[src/rtl/pc_gen_param.sv]
// Fetch PC generator: sequential fetch with prioritised trap/jump/branch redirects and a pending slot for redirects seen while stalled.
// Latency: redirect input to pc_o is 1 cycle when unstalled, else 1 cycle after the stall (or BOOT cycle) ends.
// Backpressure: fetch_ready_i=0 holds the PC; stall_i=1 holds the PC and parks any redirect in the pending slot.
//
// Ports:
//   clk, reset          clock and synchronous active-high reset
//   stall_i             hazard stall, PC holds
//   br_taken_i/target   taken branch redirect (lowest priority)
//   jump_i/target       jal/jalr redirect, target bit 0 cleared before use
//   trap_i/trap_vec_i   trap redirect (highest priority, never alignment-checked)
//   fetch_ready_i       IF stage accepts pc_o this cycle
//   pc_o, pc_valid_o    current fetch PC and its valid flag
//   redirect_o          registered pulse: a redirect was applied at the last edge (flush IF/ID)
//   misalign_o          registered pulse: a non-trap target was misaligned and dropped
//   bad_addr_o          last misaligned target, held until the next misalign
//   redirect_cnt_o, stall_cnt_o   saturating perf counters, present only with PC_GEN_PERF_EN defined
//
// Build option: define PC_GEN_PERF_EN to add the perf counter outputs.

module pc_gen_param #(
    parameter int              XLEN        = 32,
    parameter logic [XLEN-1:0] RESET_VEC   = '0,
    parameter int              INSTR_BYTES = 4
) (
    input  logic            clk,
    input  logic            reset,
    input  logic            stall_i,
    input  logic            br_taken_i,
    input  logic [XLEN-1:0] br_target_i,
    input  logic            jump_i,
    input  logic [XLEN-1:0] jump_target_i,
    input  logic            trap_i,
    input  logic [XLEN-1:0] trap_vec_i,
    input  logic            fetch_ready_i,
    output logic [XLEN-1:0] pc_o,
    output logic            pc_valid_o,
    output logic            redirect_o,
    output logic            misalign_o,
    output logic [XLEN-1:0] bad_addr_o
`ifdef PC_GEN_PERF_EN
    ,
    output logic [31:0]     redirect_cnt_o,
    output logic [31:0]     stall_cnt_o
`endif
);

    // INSTR_BYTES is 2 or 4, so the low-bit mask is a cheap alignment test.
    localparam logic [XLEN-1:0] ALIGN_MASK = XLEN'(INSTR_BYTES - 1);
    localparam logic [XLEN-1:0] PC_INC     = XLEN'(INSTR_BYTES);
    localparam logic [XLEN-1:0] BIT0_CLR   = ~XLEN'(1);

    typedef enum logic [0:0] {
        ST_BOOT = 1'b0,
        ST_RUN  = 1'b1
    } state_t;

    // Parked redirect; trap flag lets a trap protect itself from later non-trap redirects.
    typedef struct packed {
        logic            vld;
        logic            trap;
        logic [XLEN-1:0] tgt;
    } pend_t;

    state_t          state_q;
    state_t          state_nxt;
    logic            in_run;

    logic [XLEN-1:0] pc_q;
    logic [XLEN-1:0] pc_nxt;
    pend_t           pend_q;
    pend_t           pend_nxt;
    logic            redirect_q;
    logic            misalign_q;
    logic [XLEN-1:0] bad_addr_q;

    logic            in_vld;
    logic [XLEN-1:0] in_tgt;
    logic            in_misal;
    logic            in_ok;
    logic            in_beats_pend;
    logic            hold;
    logic            take_in;
    logic            take_pend;

    // ------------------------------------------------------------------
    // FSM: BOOT lasts one cycle after reset, then RUN forever.
    // ------------------------------------------------------------------
    always_ff @(posedge clk) begin
        if (reset) begin
            state_q <= ST_BOOT;
        end else begin
            state_q <= state_nxt;
        end
    end

    always_comb begin
        state_nxt = state_q;
        case (state_q)
            ST_BOOT: state_nxt = ST_RUN;
            ST_RUN:  state_nxt = ST_RUN;
            default: state_nxt = ST_BOOT;
        endcase
    end

    always_comb begin
        in_run     = 1'b0;
        pc_valid_o = 1'b0;
        case (state_q)
            ST_RUN: begin
                in_run     = 1'b1;
                pc_valid_o = 1'b1;
            end
            default: begin
                in_run     = 1'b0;
                pc_valid_o = 1'b0;
            end
        endcase
    end

    // ------------------------------------------------------------------
    // Incoming redirect selection and alignment check.
    // ------------------------------------------------------------------
    always_comb begin
        in_vld = trap_i | jump_i | br_taken_i;
        if (trap_i) begin
            in_tgt = trap_vec_i;
        end else if (jump_i) begin
            in_tgt = jump_target_i & BIT0_CLR;
        end else begin
            in_tgt = br_target_i;
        end
        // Traps go to a handler address the core trusts; only jumps/branches are checked.
        in_misal = in_vld & ~trap_i & (|(in_tgt & ALIGN_MASK));
        in_ok    = in_vld & ~in_misal;
    end

    // ------------------------------------------------------------------
    // Next-PC and pending-slot decision.
    // ------------------------------------------------------------------
    always_comb begin
        // BOOT behaves like a stall: nothing is applied, redirects are parked.
        hold          = ~in_run | stall_i;
        // A parked trap must survive any non-trap redirect, stalled or not.
        in_beats_pend = trap_i | ~(pend_q.vld & pend_q.trap);
        take_in       = ~hold & in_ok & in_beats_pend;
        take_pend     = ~hold & ~take_in & pend_q.vld;

        pc_nxt   = pc_q;
        pend_nxt = pend_q;

        if (hold) begin
            if (in_ok && in_beats_pend) begin
                pend_nxt.vld  = 1'b1;
                pend_nxt.trap = trap_i;
                pend_nxt.tgt  = in_tgt;
            end
        end else begin
            if (take_in) begin
                pc_nxt = in_tgt;
            end else if (take_pend) begin
                pc_nxt = pend_q.tgt;
            end else if (fetch_ready_i) begin
                // Natural XLEN-bit wrap from the top of the address space to 0.
                pc_nxt = pc_q + PC_INC;
            end
            // Any unstalled cycle either consumes the pending slot or finds it
            // superseded by a newer redirect, so it is always emptied here.
            pend_nxt.vld  = 1'b0;
            pend_nxt.trap = 1'b0;
        end
    end

    // ------------------------------------------------------------------
    // State registers.
    // ------------------------------------------------------------------
    always_ff @(posedge clk) begin
        if (reset) begin
            pc_q       <= RESET_VEC;
            pend_q     <= '0;
            redirect_q <= 1'b0;
            misalign_q <= 1'b0;
            bad_addr_q <= '0;
        end else begin
            pc_q       <= pc_nxt;
            pend_q     <= pend_nxt;
            redirect_q <= take_in | take_pend;
            misalign_q <= in_misal;
            if (in_misal) begin
                bad_addr_q <= in_tgt;
            end
        end
    end

    assign pc_o       = pc_q;
    assign redirect_o = redirect_q;
    assign misalign_o = misalign_q;
    assign bad_addr_o = bad_addr_q;

`ifdef PC_GEN_PERF_EN
    // ------------------------------------------------------------------
    // Saturating perf counters.
    // ------------------------------------------------------------------
    logic [31:0] redirect_cnt_q;
    logic [31:0] stall_cnt_q;

    always_ff @(posedge clk) begin
        if (reset) begin
            redirect_cnt_q <= '0;
            stall_cnt_q    <= '0;
        end else begin
            if (redirect_q && (redirect_cnt_q != 32'hFFFF_FFFF)) begin
                redirect_cnt_q <= redirect_cnt_q + 32'd1;
            end
            // Only RUN stalls count; the BOOT cycle is not a hazard stall.
            if (in_run && stall_i && (stall_cnt_q != 32'hFFFF_FFFF)) begin
                stall_cnt_q <= stall_cnt_q + 32'd1;
            end
        end
    end

    assign redirect_cnt_o = redirect_cnt_q;
    assign stall_cnt_o    = stall_cnt_q;
`endif

endmodule

[config.mk]
export PLATFORM = sky130hd
export DESIGN_NAME = pc_gen_param
export DESIGN_NICKNAME = d
export VERILOG_FILES = /design/src/rtl/pc_gen_param.sv
export SDC_FILE = /design/constraint.sdc
export NUM_CORES = 1
export LEC_CHECK = 0
export CAP_MARGIN = 20
export CORE_MARGIN = 4
export CORE_UTILIZATION = 49
export CTS_BUF_LIST = sky130_fd_sc_hd__clkbuf_4 sky130_fd_sc_hd__clkbuf_8
export DETAILED_ROUTE_END_ITERATION = 10
export PLACE_DENSITY = 0.9
export RECOVER_POWER = 25
export SLEW_MARGIN = 40
export SYNTH_ARGS = -nofsm -noshare
export SYNTH_HDL_FRONTEND = slang
export SYNTH_SLANG_ARGS = --single-unit
[constraint.sdc]
create_clock -name clk -period 2.6 [get_ports clk]
set_input_delay 0.52 -clock clk [delete_from_list [all_inputs] [get_ports clk]]
set_output_delay 0.52 -clock clk [all_outputs]
set_load 0.1 [all_outputs]
==> impl_metrics.env <==
export IMPL_grt_pass1_vias=5767
export IMPL_ios=170
export IMPL_outcome="finished clean"
export IMPL_dieHeight_um=114
export IMPL_hold_viol_final=0
export IMPL_clkTransAtPathRegs_ps=110
export IMPL_crit_cells=7
export IMPL_cts_tree="built"
export IMPL_finalMaxSlewViolations=0
export IMPL_path_max_fanout=6
export IMPL_slowest_delay_ps=570
export IMPL_cts_resized=0
export IMPL_hpwl_um=14200
export IMPL_cts_sinks=101
export IMPL_yosysUniqueCellTypes=60
export IMPL_dp_slack_ps=-6.77
export IMPL_grt_pass1_wl_um=29200
export IMPL_drt_iter0_drc=620
export IMPL_whs_path_depth=2
export IMPL_path_class="input pin to flip-flop"
export IMPL_dieArea_mm2=0.0129
export IMPL_setup_violations=0
export IMPL_grt_max_degree=94
export IMPL_postRouteAntennaNets=0
export IMPL_finalCritPeriodShare=0.887
export IMPL_fillers=867
export IMPL_post_cts_setup_buffers=0
export IMPL_start_kind="input pin"
export IMPL_cp_slowest_cell="dlygate4sd3_1"
export IMPL_io_buffers=168
export IMPL_final_common_cell="nand2_1"
export IMPL_drc=0
export IMPL_synthCells=733
export IMPL_cts_made_buffers=9
export IMPL_dr_pass1_iters=6
export IMPL_clk_latency_ps=370
export IMPL_ys_seq_elements=101
export IMPL_rsz0062_at_grt="no"
export IMPL_syn_area_mm2=0.00547
export IMPL_max_freq_mhz=433
export IMPL_drt_wl_total_um=18800
export IMPL_arrival_ps=2590
export IMPL_hold_path_class="flip-flop to flip-flop"
export IMPL_endpoint_kind="flip-flop"
export IMPL_required_ps=2890
export IMPL_power_density_mw_per_mm2=515
export IMPL_irDropWorstVdd_v=0.000252
export IMPL_gp_congestion=0.905
export IMPL_regArea_mm2=0.00205
export IMPL_fin_ws_ps=293
export IMPL_hold_buffers=0
export IMPL_syn_num_nets=837
export IMPL_yosysWarnings=0
export IMPL_core_mm2=0.0109
export IMPL_design_area_mm2=0.00763
export IMPL_vias_per_cell=5.90
export IMPL_antenna_found_initial=1
export IMPL_mostFrequentLayoutCells="nand2_1 (190), a21oi_1 (98), clkdlybuf4s50_1 (97), buf_4 (95), dfxtp_1 (79)"
export IMPL_overflow=0
export IMPL_cts_root_buf="clkbuf_8"
export IMPL_fin_tns_setup_ps=0
export IMPL_cts_buffer_depth=2
export IMPL_synth_async_reset_ratio=0
export IMPL_grtUsageTotal=0.283
export IMPL_finalCriticalPeriod_ps=2310
export IMPL_initial_core_util=0.503
export IMPL_synth_main_ff_cell="dfxtp_1"
export IMPL_dpl_cell_count=1057
export IMPL_yosysSeqAreaShare=0.370
export IMPL_h_tree_depth=3
export IMPL_cp_num_buf_inv=2
export IMPL_place_area_mm2=0.00758
export IMPL_layout_nets=1032
export IMPL_die_width_um=114
export IMPL_max_cap_viol_count=0
export IMPL_instances_no_fill=1073
export IMPL_wl_per_cell_um=17.5
export IMPL_rows=38
export IMPL_path_cells="dlygate4sd3_1 > nor4b_4 > buf_4 > o31ai_4 > nor2_1 > or4_1 > a31oi_1"
export IMPL_drive_gt1_frac=0.166
export IMPL_relSlewSlack=0.165
export IMPL_leakage_nw=2.92
export IMPL_post_synth_cell_area_avg_um2=7.46
export IMPL_cp_top_family="simple AND/OR/NAND/NOR gates"
export IMPL_syn2layout_area_growth_pct=39.4
export IMPL_worst_pin_slew_ps=1260
export IMPL_clock_skew_ps=17.5
export IMPL_reg2regPathDepth=5
export IMPL_multi_input_area_mm2=0.00322
export IMPL_synth_edf_count=0
export IMPL_via_count=6334
worst paths after layout:
path / endpoint / slack, ps / from
setup / recovery: pc_o[18]$_SDFFE_PP0P_ / 290 / br_taken_i
setup reg to reg: pc_o[27]$_SDFFE_PP0P_ / 410 / pc_o[6]$_SDFFE_PP0P_
hold reg to reg: pend_q[12]$_SDFFE_PP0P_ / 460 / pend_q[12]$_SDFFE_PP0P_
hold / removal: pend_q[12]$_SDFFE_PP0P_ / 460 / pend_q[12]$_SDFFE_PP0P_
metal layers:
metal	up-vias	share of wire	track usage
met4	0	0.029	0.112
met1	2942	0.41	0.371
li1	3019	-	-
met5	-	0	0
met3	41	0.11	0.0748
met2	332	0.46	0.444
through the flow:
step	total power [mW]	utilization	hold slack (ps)
2_1_floorplan	2.48	-	432
3_3_place_gp	2.94	0.696	438
3_5_place_dp	2.96	0.696	443
4_1_cts	3.94	0.714	456
5_1_grt	4.07	0.701	477
6_report	3.93	0.701	457
area by class of cell:
type,instances,share of cell area
diodes,1,0.000328
clock buffers,10,0.0172
clock inverters,5,0.00787
inverters,9,0.00443
multi-input cells,567,0.422
flip-flops and latches,101,0.269
well taps,140,0.0230
repair buffers,240,0.256
logic make-up (layout without fill, tap and decap cells):
family                   Yosys count  after routing  synth area share
AO/OA/AOI/OAI                    221            221             0.251
XOR/XNOR                           4              4           0.00640
adder cells (fa/ha/maj)            1              1           0.00229
buffers and inverters             65            264            0.0476
flip-flops                       101            101             0.370
multiplexers                      35             35            0.0645
other                              0              1                 0
AND/OR/NAND/NOR                  306            306             0.259
where the power goes:
group | total (mW) | internal, mW | switching (mW)
logic | 1.20 | 0.423 | 0.777
registers | 1.71 | 1.64 | 0.0750
clock network | 1.01 | 0.455 | 0.558
tightest hold or removal path: cells and delay by family, from the launching register on:
family,cells,cell delay [ps]
AO/OA/AOI/OAI,1,50
flip-flops,1,320
AND/OR/NAND/NOR,1,50
Yosys cell counts, drive strengths merged, types with 2 or more instances:
| library cell | instances | area [µm²] |
|---|---|---|
| inv | 9 | 33.8 |
| o2111ai | 2 | 17.5 |
| nand2 | 190 | 713 |
| xnor2 | 4 | 35.0 |
| a211o | 2 | 17.5 |
| or3 | 8 | 50.1 |
| a21oi | 99 | 495 |
| a2111o | 3 | 33.8 |
| o32ai | 6 | 52.6 |
| mux2i | 33 | 330 |
| buf | 12 | 61.3 |
| and4 | 3 | 27.5 |
| and2 | 3 | 18.8 |
| o211ai | 7 | 52.6 |
| mux2 | 2 | 22.5 |
| dfxtp | 101 | 2020 |
| or4 | 4 | 30.0 |
| nor2b | 4 | 25.0 |
| a21o | 8 | 60.1 |
| o31a | 3 | 26.3 |
| clkbuf | 44 | 165 |
| nand4 | 16 | 115 |
| nand3b | 3 | 22.5 |
| a41o | 2 | 21.3 |
| and3 | 8 | 50.1 |
| o31ai | 3 | 27.5 |
| nor4 | 3 | 25.0 |
| nor3 | 8 | 40.0 |
| a31oi | 7 | 43.8 |
| nand3 | 23 | 120 |
| nor2 | 22 | 82.6 |
| o2111a | 2 | 22.5 |
| a211oi | 9 | 67.6 |
| o21ai | 45 | 225 |
| nor4b | 3 | 41.3 |
| o311ai | 2 | 17.5 |
| o221ai | 8 | 70.1 |
| a22oi | 2 | 15.0 |
| o21a | 3 | 22.5 |
| nand2b | 6 | 37.5 |
flip-flops by register name, indices dropped and copies added (netlist names):
name,flops
state_q,1
pend_q,34
redirect_o,1
pc_o,32
bad_addr_o,32
misalign_o,1
Note: power is estimated with default switching activity, not from simulation.
